### config.mk
export PLATFORM = sky130hd
export DESIGN_NAME = dc_stage
export DESIGN_NICKNAME = d
export VERILOG_FILES = /design/src/rtl/dc_stage_pkg.sv /design/src/rtl/dc_store_align.sv /design/src/rtl/dc_stage.sv
export SDC_FILE = /design/constraint.sdc
export NUM_CORES = 1
export LEC_CHECK = 0
export ABC_CLOCK_PERIOD_IN_PS = 2700
export BUFFER_PORTS_ARGS = -buffer_cell sky130_fd_sc_hd__buf_4
export CORE_AREA = 10 10 221 223
export DETAILED_ROUTE_END_ITERATION = 8
export DIE_AREA = 0 0 231 233
export GPL_TIMING_DRIVEN = 0
export PLACE_DENSITY = 0.55
export SKIP_CTS_REPAIR_TIMING = 1
export SLEW_MARGIN = 20
export SYNTH_ARGS = -nofsm -noshare
export SYNTH_HDL_FRONTEND = slang
export SYNTH_HIERARCHICAL = 1
export SYNTH_SLANG_ARGS = --single-unit
### constraint.sdc
create_clock -name clk -period 2.7 [get_ports clk]
set_input_delay 0.81 -clock clk [delete_from_list [all_inputs] [get_ports clk]]
set_output_delay 0.81 -clock clk [all_outputs]
set_load 0.005 [all_outputs]
### src/rtl/dc_stage_pkg.sv
// Shared widths, bus layouts and field indices for the data-cache access stage.
// The packed structs give the EX->DC and DC->MEM bus layouts, MSB first.
package dc_stage_pkg;

    localparam int EX_TO_DC_WD  = 253;
    localparam int DC_TO_MEM_WD = 250;

    localparam int STALL_WD      = 7;
    localparam int STALL_IN_BIT  = 5;
    localparam int STALL_OUT_BIT = 6;
    localparam logic STOP    = 1'b1;
    localparam logic NO_STOP = 1'b0;

    localparam int EXC_ADES_BIT  = 14;
    localparam int EXC_ADEL_BIT  = 15;
    localparam int EXC_FETCH_BIT = 16;

    // mem_op is {lb, lbu, lh, lhu, lw}; store_op is {sb, sh, sw}
    localparam int LD_LW  = 0;
    localparam int LD_LHU = 1;
    localparam int LD_LH  = 2;
    localparam int LD_LBU = 3;
    localparam int LD_LB  = 4;
    localparam int ST_SW  = 0;
    localparam int ST_SH  = 1;
    localparam int ST_SB  = 2;

    localparam logic [1:0] SIZE_BYTE = 2'd0;
    localparam logic [1:0] SIZE_HALF = 2'd1;
    localparam logic [1:0] SIZE_WORD = 2'd2;

    typedef struct packed {
        logic [37:0] cp0_bus;
        logic        is_in_delayslot;
        logic [31:0] excepttype_arr;
        logic [4:0]  mem_op;
        logic [65:0] hilo_bus;
        logic [31:0] pc;
        logic        data_ram_en;
        logic [3:0]  data_ram_wen;
        logic        sel_rf_res;
        logic        rf_we;
        logic [4:0]  rf_waddr;
        logic [31:0] alu_result;
        logic [2:0]  store_op;
        logic [31:0] rt_data;
    } ex_to_dc_t;

    typedef struct packed {
        logic [37:0] cp0_bus;
        logic        is_in_delayslot;
        logic [31:0] bad_vaddr;
        logic [31:0] excepttype_arr;
        logic [4:0]  mem_op;
        logic [65:0] hilo_bus;
        logic [31:0] pc;
        logic        data_ram_en;
        logic [3:0]  data_ram_wen;
        logic        sel_rf_res;
        logic        rf_we;
        logic [4:0]  rf_waddr;
        logic [31:0] alu_result;
    } dc_to_mem_t;

endpackage

### src/rtl/dc_store_align.sv
// Combinational request attributes: access size, write strobes and lane-replicated
// store data from the memory-op one-hots and the low address bits.
module dc_store_align
    import dc_stage_pkg::*;
(
    input  logic [4:0]  mem_op,
    input  logic [2:0]  store_op,
    input  logic [1:0]  addr_lo,
    input  logic [31:0] rt_data,
    output logic        wr,
    output logic [1:0]  size,
    output logic [3:0]  wstrb,
    output logic [31:0] wdata
);

    always_comb begin
        wr    = |store_op;
        size  = SIZE_BYTE;
        wstrb = 4'b0000;
        wdata = 32'h0;
        if (store_op[ST_SB]) begin
            size  = SIZE_BYTE;
            wstrb = 4'b0001 << addr_lo;
            wdata = {4{rt_data[7:0]}};
        end else if (store_op[ST_SH]) begin
            size  = SIZE_HALF;
            wstrb = addr_lo[1] ? 4'b1100 : 4'b0011;
            wdata = {2{rt_data[15:0]}};
        end else if (store_op[ST_SW]) begin
            size  = SIZE_WORD;
            wstrb = 4'b1111;
            wdata = rt_data;
        end else if (mem_op[LD_LB] | mem_op[LD_LBU]) begin
            size = SIZE_BYTE;
        end else if (mem_op[LD_LH] | mem_op[LD_LHU]) begin
            size = SIZE_HALF;
        end else if (mem_op[LD_LW]) begin
            size = SIZE_WORD;
        end
    end

endmodule

### src/rtl/dc_stage.sv
// Data-cache access stage between EX and MEM: stage register, alignment check,
// one SRAM-like request per memory instruction and a pipeline hold until its response.
module dc_stage
    import dc_stage_pkg::*;
(
    input  logic                    clk,
    input  logic                    rst,
    input  logic                    flush,
    input  logic [STALL_WD-1:0]     stall,
    input  logic [EX_TO_DC_WD-1:0]  ex_to_dc_bus,
    output logic [DC_TO_MEM_WD-1:0] dc_to_mem_bus,
    output logic                    stallreq_dc,
    output logic                    data_sram_req,
    output logic                    data_sram_wr,
    output logic [1:0]              data_sram_size,
    output logic [3:0]              data_sram_wstrb,
    output logic [31:0]             data_sram_addr,
    output logic [31:0]             data_sram_wdata,
    input  logic                    data_sram_addr_ok,
    input  logic                    data_sram_data_ok
);

    // state     | meaning
    // ----------+---------------------------------------------------------
    // IDLE      | nothing in flight; request raised whenever acc is true
    // WAIT_DATA | request accepted, waiting for data_ok
    // DONE      | response delivered but downstream still stalled
    // DRAIN     | flushed with a request in flight; its data_ok is dropped
    typedef enum logic [1:0] {S_IDLE, S_WAIT_DATA, S_DONE, S_DRAIN} state_e;

    state_e     state;
    ex_to_dc_t  stage_q;
    dc_to_mem_t out_bus;
    logic       in_stop;
    logic       out_stop;
    logic [1:0] addr_lo;
    logic       mis_ld;
    logic       mis_st;
    logic       acc;
    logic [31:0] excepttype;
    logic [31:0] bad_vaddr;
    logic       unused_stall_lo;

    assign in_stop  = (stall[STALL_IN_BIT] == STOP);
    assign out_stop = (stall[STALL_OUT_BIT] == STOP);
    assign unused_stall_lo = ^stall[STALL_IN_BIT-1:0];

    always_ff @(posedge clk) begin
        if (rst || flush) begin
            stage_q <= '0;
        end else if (in_stop && !out_stop) begin
            stage_q <= '0;
        end else if (!in_stop) begin
            stage_q <= ex_to_dc_bus;
        end
    end

    assign addr_lo = stage_q.alu_result[1:0];
    assign mis_ld  = ((stage_q.mem_op[LD_LH] | stage_q.mem_op[LD_LHU]) & addr_lo[0])
                   | (stage_q.mem_op[LD_LW] & (addr_lo != 2'b00));
    assign mis_st  = (stage_q.store_op[ST_SH] & addr_lo[0])
                   | (stage_q.store_op[ST_SW] & (addr_lo != 2'b00));

    // A fetch fault reported upstream owns bad_vaddr over any alignment fault here
    always_comb begin
        excepttype = stage_q.excepttype_arr;
        bad_vaddr  = 32'h0;
        excepttype[EXC_ADEL_BIT] = stage_q.excepttype_arr[EXC_ADEL_BIT] | mis_ld;
        excepttype[EXC_ADES_BIT] = stage_q.excepttype_arr[EXC_ADES_BIT] | mis_st;
        if (stage_q.excepttype_arr[EXC_FETCH_BIT]) begin
            bad_vaddr = stage_q.pc;
        end else if (mis_ld || mis_st) begin
            bad_vaddr = stage_q.alu_result;
        end
    end

    assign acc = stage_q.data_ram_en && (stage_q.pc != 32'h0) && (excepttype == 32'h0);

    // An accept coinciding with a flush still owes a response, so it is drained
    always_ff @(posedge clk) begin
        if (rst) begin
            state <= S_IDLE;
        end else begin
            case (state)
                S_IDLE:
                    if (data_sram_req && data_sram_addr_ok)
                        state <= flush ? S_DRAIN : S_WAIT_DATA;
                S_WAIT_DATA:
                    if (data_sram_data_ok)
                        state <= (flush || !out_stop) ? S_IDLE : S_DONE;
                    else if (flush)
                        state <= S_DRAIN;
                S_DONE:
                    if (!out_stop || flush)
                        state <= S_IDLE;
                S_DRAIN:
                    if (data_sram_data_ok)
                        state <= S_IDLE;
                default:
                    state <= S_IDLE;
            endcase
        end
    end

    assign data_sram_req = (state == S_IDLE) && acc;
    assign stallreq_dc   = acc && ((state == S_IDLE)
                                || ((state == S_WAIT_DATA) && !data_sram_data_ok)
                                || (state == S_DRAIN));
    assign data_sram_addr = stage_q.alu_result;

    dc_store_align u_store_align (
        .mem_op   (stage_q.mem_op),
        .store_op (stage_q.store_op),
        .addr_lo  (addr_lo),
        .rt_data  (stage_q.rt_data),
        .wr       (data_sram_wr),
        .size     (data_sram_size),
        .wstrb    (data_sram_wstrb),
        .wdata    (data_sram_wdata)
    );

    always_comb begin
        out_bus                 = '0;
        out_bus.cp0_bus         = stage_q.cp0_bus;
        out_bus.is_in_delayslot = stage_q.is_in_delayslot;
        out_bus.bad_vaddr       = bad_vaddr;
        out_bus.excepttype_arr  = excepttype;
        out_bus.mem_op          = stage_q.mem_op;
        out_bus.hilo_bus        = stage_q.hilo_bus;
        out_bus.pc              = stage_q.pc;
        out_bus.data_ram_en     = stage_q.data_ram_en;
        out_bus.data_ram_wen    = stage_q.data_ram_wen;
        out_bus.sel_rf_res      = stage_q.sel_rf_res;
        out_bus.rf_we           = stage_q.rf_we;
        out_bus.rf_waddr        = stage_q.rf_waddr;
        out_bus.alu_result      = stage_q.alu_result;
    end

    assign dc_to_mem_bus = out_bus;

endmodule

==> metrics.cfg <==
[place]
place_hpwl_mm=42.4
place.detailed.instances=2512
port_buffers=582
place_congestion=0.837

[worst_setup_path]
rr_endpoint=state[1]
critical_path_class=reg -> out
worstPathCellList=o31ai_4 > o21ai_4 > or4_4 > nor4_4 > buf_4
regToRegSetupSlack_ns=0.74
endpoint_kind=output pin
critical_path.max_fanout=4
crit_path_start_kind=flip-flop
cp.arrival_ns=2.30
required_ns=1.89
crit_slowest_cell=or4_4
r2r-start=dc_to_mem_bus[144]
slowest_delay_ns=0.60
rr_worst_depth=5

[pwr]
clkPwrFrac=0.452
p_comb_frac=0.131
switchingPower_mw=2.32
worst_ir_drop_vdd_v=0.000415
leakage_nw=9.53
power.density_mw_per_mm2=507
intPower_mw=7.19
seqPwrFrac=0.417
switching_share=0.244

[timing]
clock.fmax_mhz=322
setup_viol_count_final=34
worst_slack_ns=-0.406
hold_ws_ns=0.469
hold_violations=0
finalCritPeriodShare=1.15
rsz0062_at_grt=yes
timing_max_transition_violations_final=0
skew_ns=0.00884
worstMarginPinSlew_ns=0.859
relSlewSlack=0.428
min_period_ns=3.11

[clock_tree]
path_clk_slew_ns=0.06
cts_buffer_depth=3
clock_latency_ns=0.57
clock-sinks=255
cts_tree=yes
cts_buffers=31
root_buffer=clkbuf_16
cts_max_level=1

[cells_and_area]
drive_gt1_frac=0.496
area_delta_synth_final_pct=55.0
layout.nets=2237
stdcell_count=2589

[drt]
firstDrtPassIters=4
drt-total-wl_mm=52.3
via_per_inst=4.29
postRouteAntennaNets=0
vias=11100
routedWlPerCell_um=20.2
drcViolationCount=0
drtIter0Drc=437

[logic_synthesis]
synthCells=1338
synth_nets=1603
yosysTopAreaCellShare=0.422
synth_compound_area_frac=0.0447
ys.flop_type=dfxtp_1
synth-simple-area-share=0.141
synth_top_cell_by_area=dfxtp_1
ys_async_sr_fraction=0
synth_xor_area_frac=0
synth-seq-cells=255
syn-cell-area_mm2=0.0121
syn_area_per_cell_um2=9.04
synthAdderAreaFrac=0
synth_edf_count=0
seq_area_frac_synth=0.422
yosysMostFrequentCell=nor2_1
synth_top_family_by_area=multiplexers
synthMuxAreaShare=0.209
yosysWarnings=6
ys_top_cells_by_area=dfxtp_1 42%, mux2i_1 21%, buf_4 15%
synth_common_cells=267 x nor2_1, 255 x dfxtp_1, 253 x mux2i_1, 248 x buf_4, 92 x nand2_1
synth_cell_type_count=38

[flow_run]
max_cap_violations=0

[global_routing]
grt_max_degree=15
grt_pass1_wl_mm=74.2
grt_pass1_vias=11137
grt_usage=0.182
antenna_found_initial=2
overflow=0

[die]
num_io_pins=588
die-area_mm2=0.0538
dieWidth_um=231
initial_core_util=0.274
core_area_mm2=0.0441
die_h_um=233
row_count=77

[hold_path]
holdPathEnd=dc_to_mem_bus[90]
holdPathStages=3
min_from=ex_to_dc_bus[125]
hp-class=in -> reg

[run_status]
violations=negative setup slack
status=finished, violations left

worst max-delay path, delay by kind of cell, from the launching register on:
| kind | cells | cell delay (ns) |
|---|---|---|
| AND/OR/NAND/NOR | 2 | 0.75 |
| buffers and inverters | 1 | 0.16 |
| flip-flops | 1 | 0.38 |
| AO/OA/AOI/OAI | 2 | 0.43 |
sequential cells by signal, summed over array words and instances (netlist names):
name and count:
dc_to_mem_bus 184, stage_q 37, data_sram_addr 32, state 2
cells by family (layout without fill, tap and decap cells):
kind of cell,count (synthesis),count (layout)
buffers and inverters,328,986
DFF,255,255
AOI/OAI and AO/OA,88,88
other,0,1
muxes,253,253
and+or+nand+nor,414,414
how the worst max path moves through the flow:
stage                       startpoint            endpoint  slack (ns)  depth (start not counted)
global route        dc_to_mem_bus[163]       data_sram_req       -0.53                          6
CTS                  data_sram_addr[0]  dc_to_mem_bus[182]       -1.58                          6
floorplan                  stage_q[33]       data_sram_req        0.34                          4
finish              dc_to_mem_bus[144]       data_sram_req       -0.41                          5
detailed placement   data_sram_addr[0]  dc_to_mem_bus[182]       -0.96                          6
global placement     data_sram_addr[0]  dc_to_mem_bus[182]       -0.88                          6
final cells by class:
class / instances / area, um^2
Antenna cell: 1 / 2.50
Buffer: 323 / 2240
Clock buffer: 44 / 905
Clock inverter: 13 / 145
Fill cell: 4505 / 25400
Inverter: 5 / 18.8
Multi-Input combinational cell: 755 / 4990
Sequential cell: 255 / 5140
Tap cell: 592 / 741
Timing Repair Buffer: 601 / 4560
metal layers:
metal	routed length, um	GRT usage
met1	20300	0.205
met5	13	0
met2	26500	0.320
met3	4470	0.0641
met4	973	0.0467
power by group through the flow:
| stage | combinational, mW | clock [mW] | sequential, mW |
|---|---|---|---|
| 2_1_floorplan | 0.606 | 0 | 4.01 |
| 4_1_cts | 1.23 | 4.43 | 3.97 |
| 3_5_place_dp | 1.23 | 0 | 4.06 |
| 5_1_grt | 1.36 | 4.59 | 3.98 |
| 3_3_place_gp | 1.21 | 0 | 4.05 |
| 6_report | 1.25 | 4.30 | 3.97 |
cell usage in the layout (no fill, tap or decap), types with 9 or more instances in the layout:
master     count
nor2_1       263
clkbuf_1      37
clkbuf_16     31
mux2i_1      253
nor4_1        15
buf_2         27
dfxtp_4        9
nor2b_1       11
buf_4        844
o21ai_0       28
o21ai_1       18
dfxtp_1      246
nand2_1       82
through the flow:
step                setup slack, ns  power [mW]  utilization  TNS, ns  cell area (um^2)
floorplan                     0.341        4.61            -        0             12100
global placement             -0.878        5.26        0.390  -102.39             17200
detailed placement           -0.955        5.28        0.390  -106.25             17200
CTS                           -1.58        9.63        0.414   -42.87             18300
global route                 -0.528        9.93        0.425   -10.63             18700
finish                       -0.406        9.51        0.425    -7.32             18700
Power figures use the tool's default switching activity.
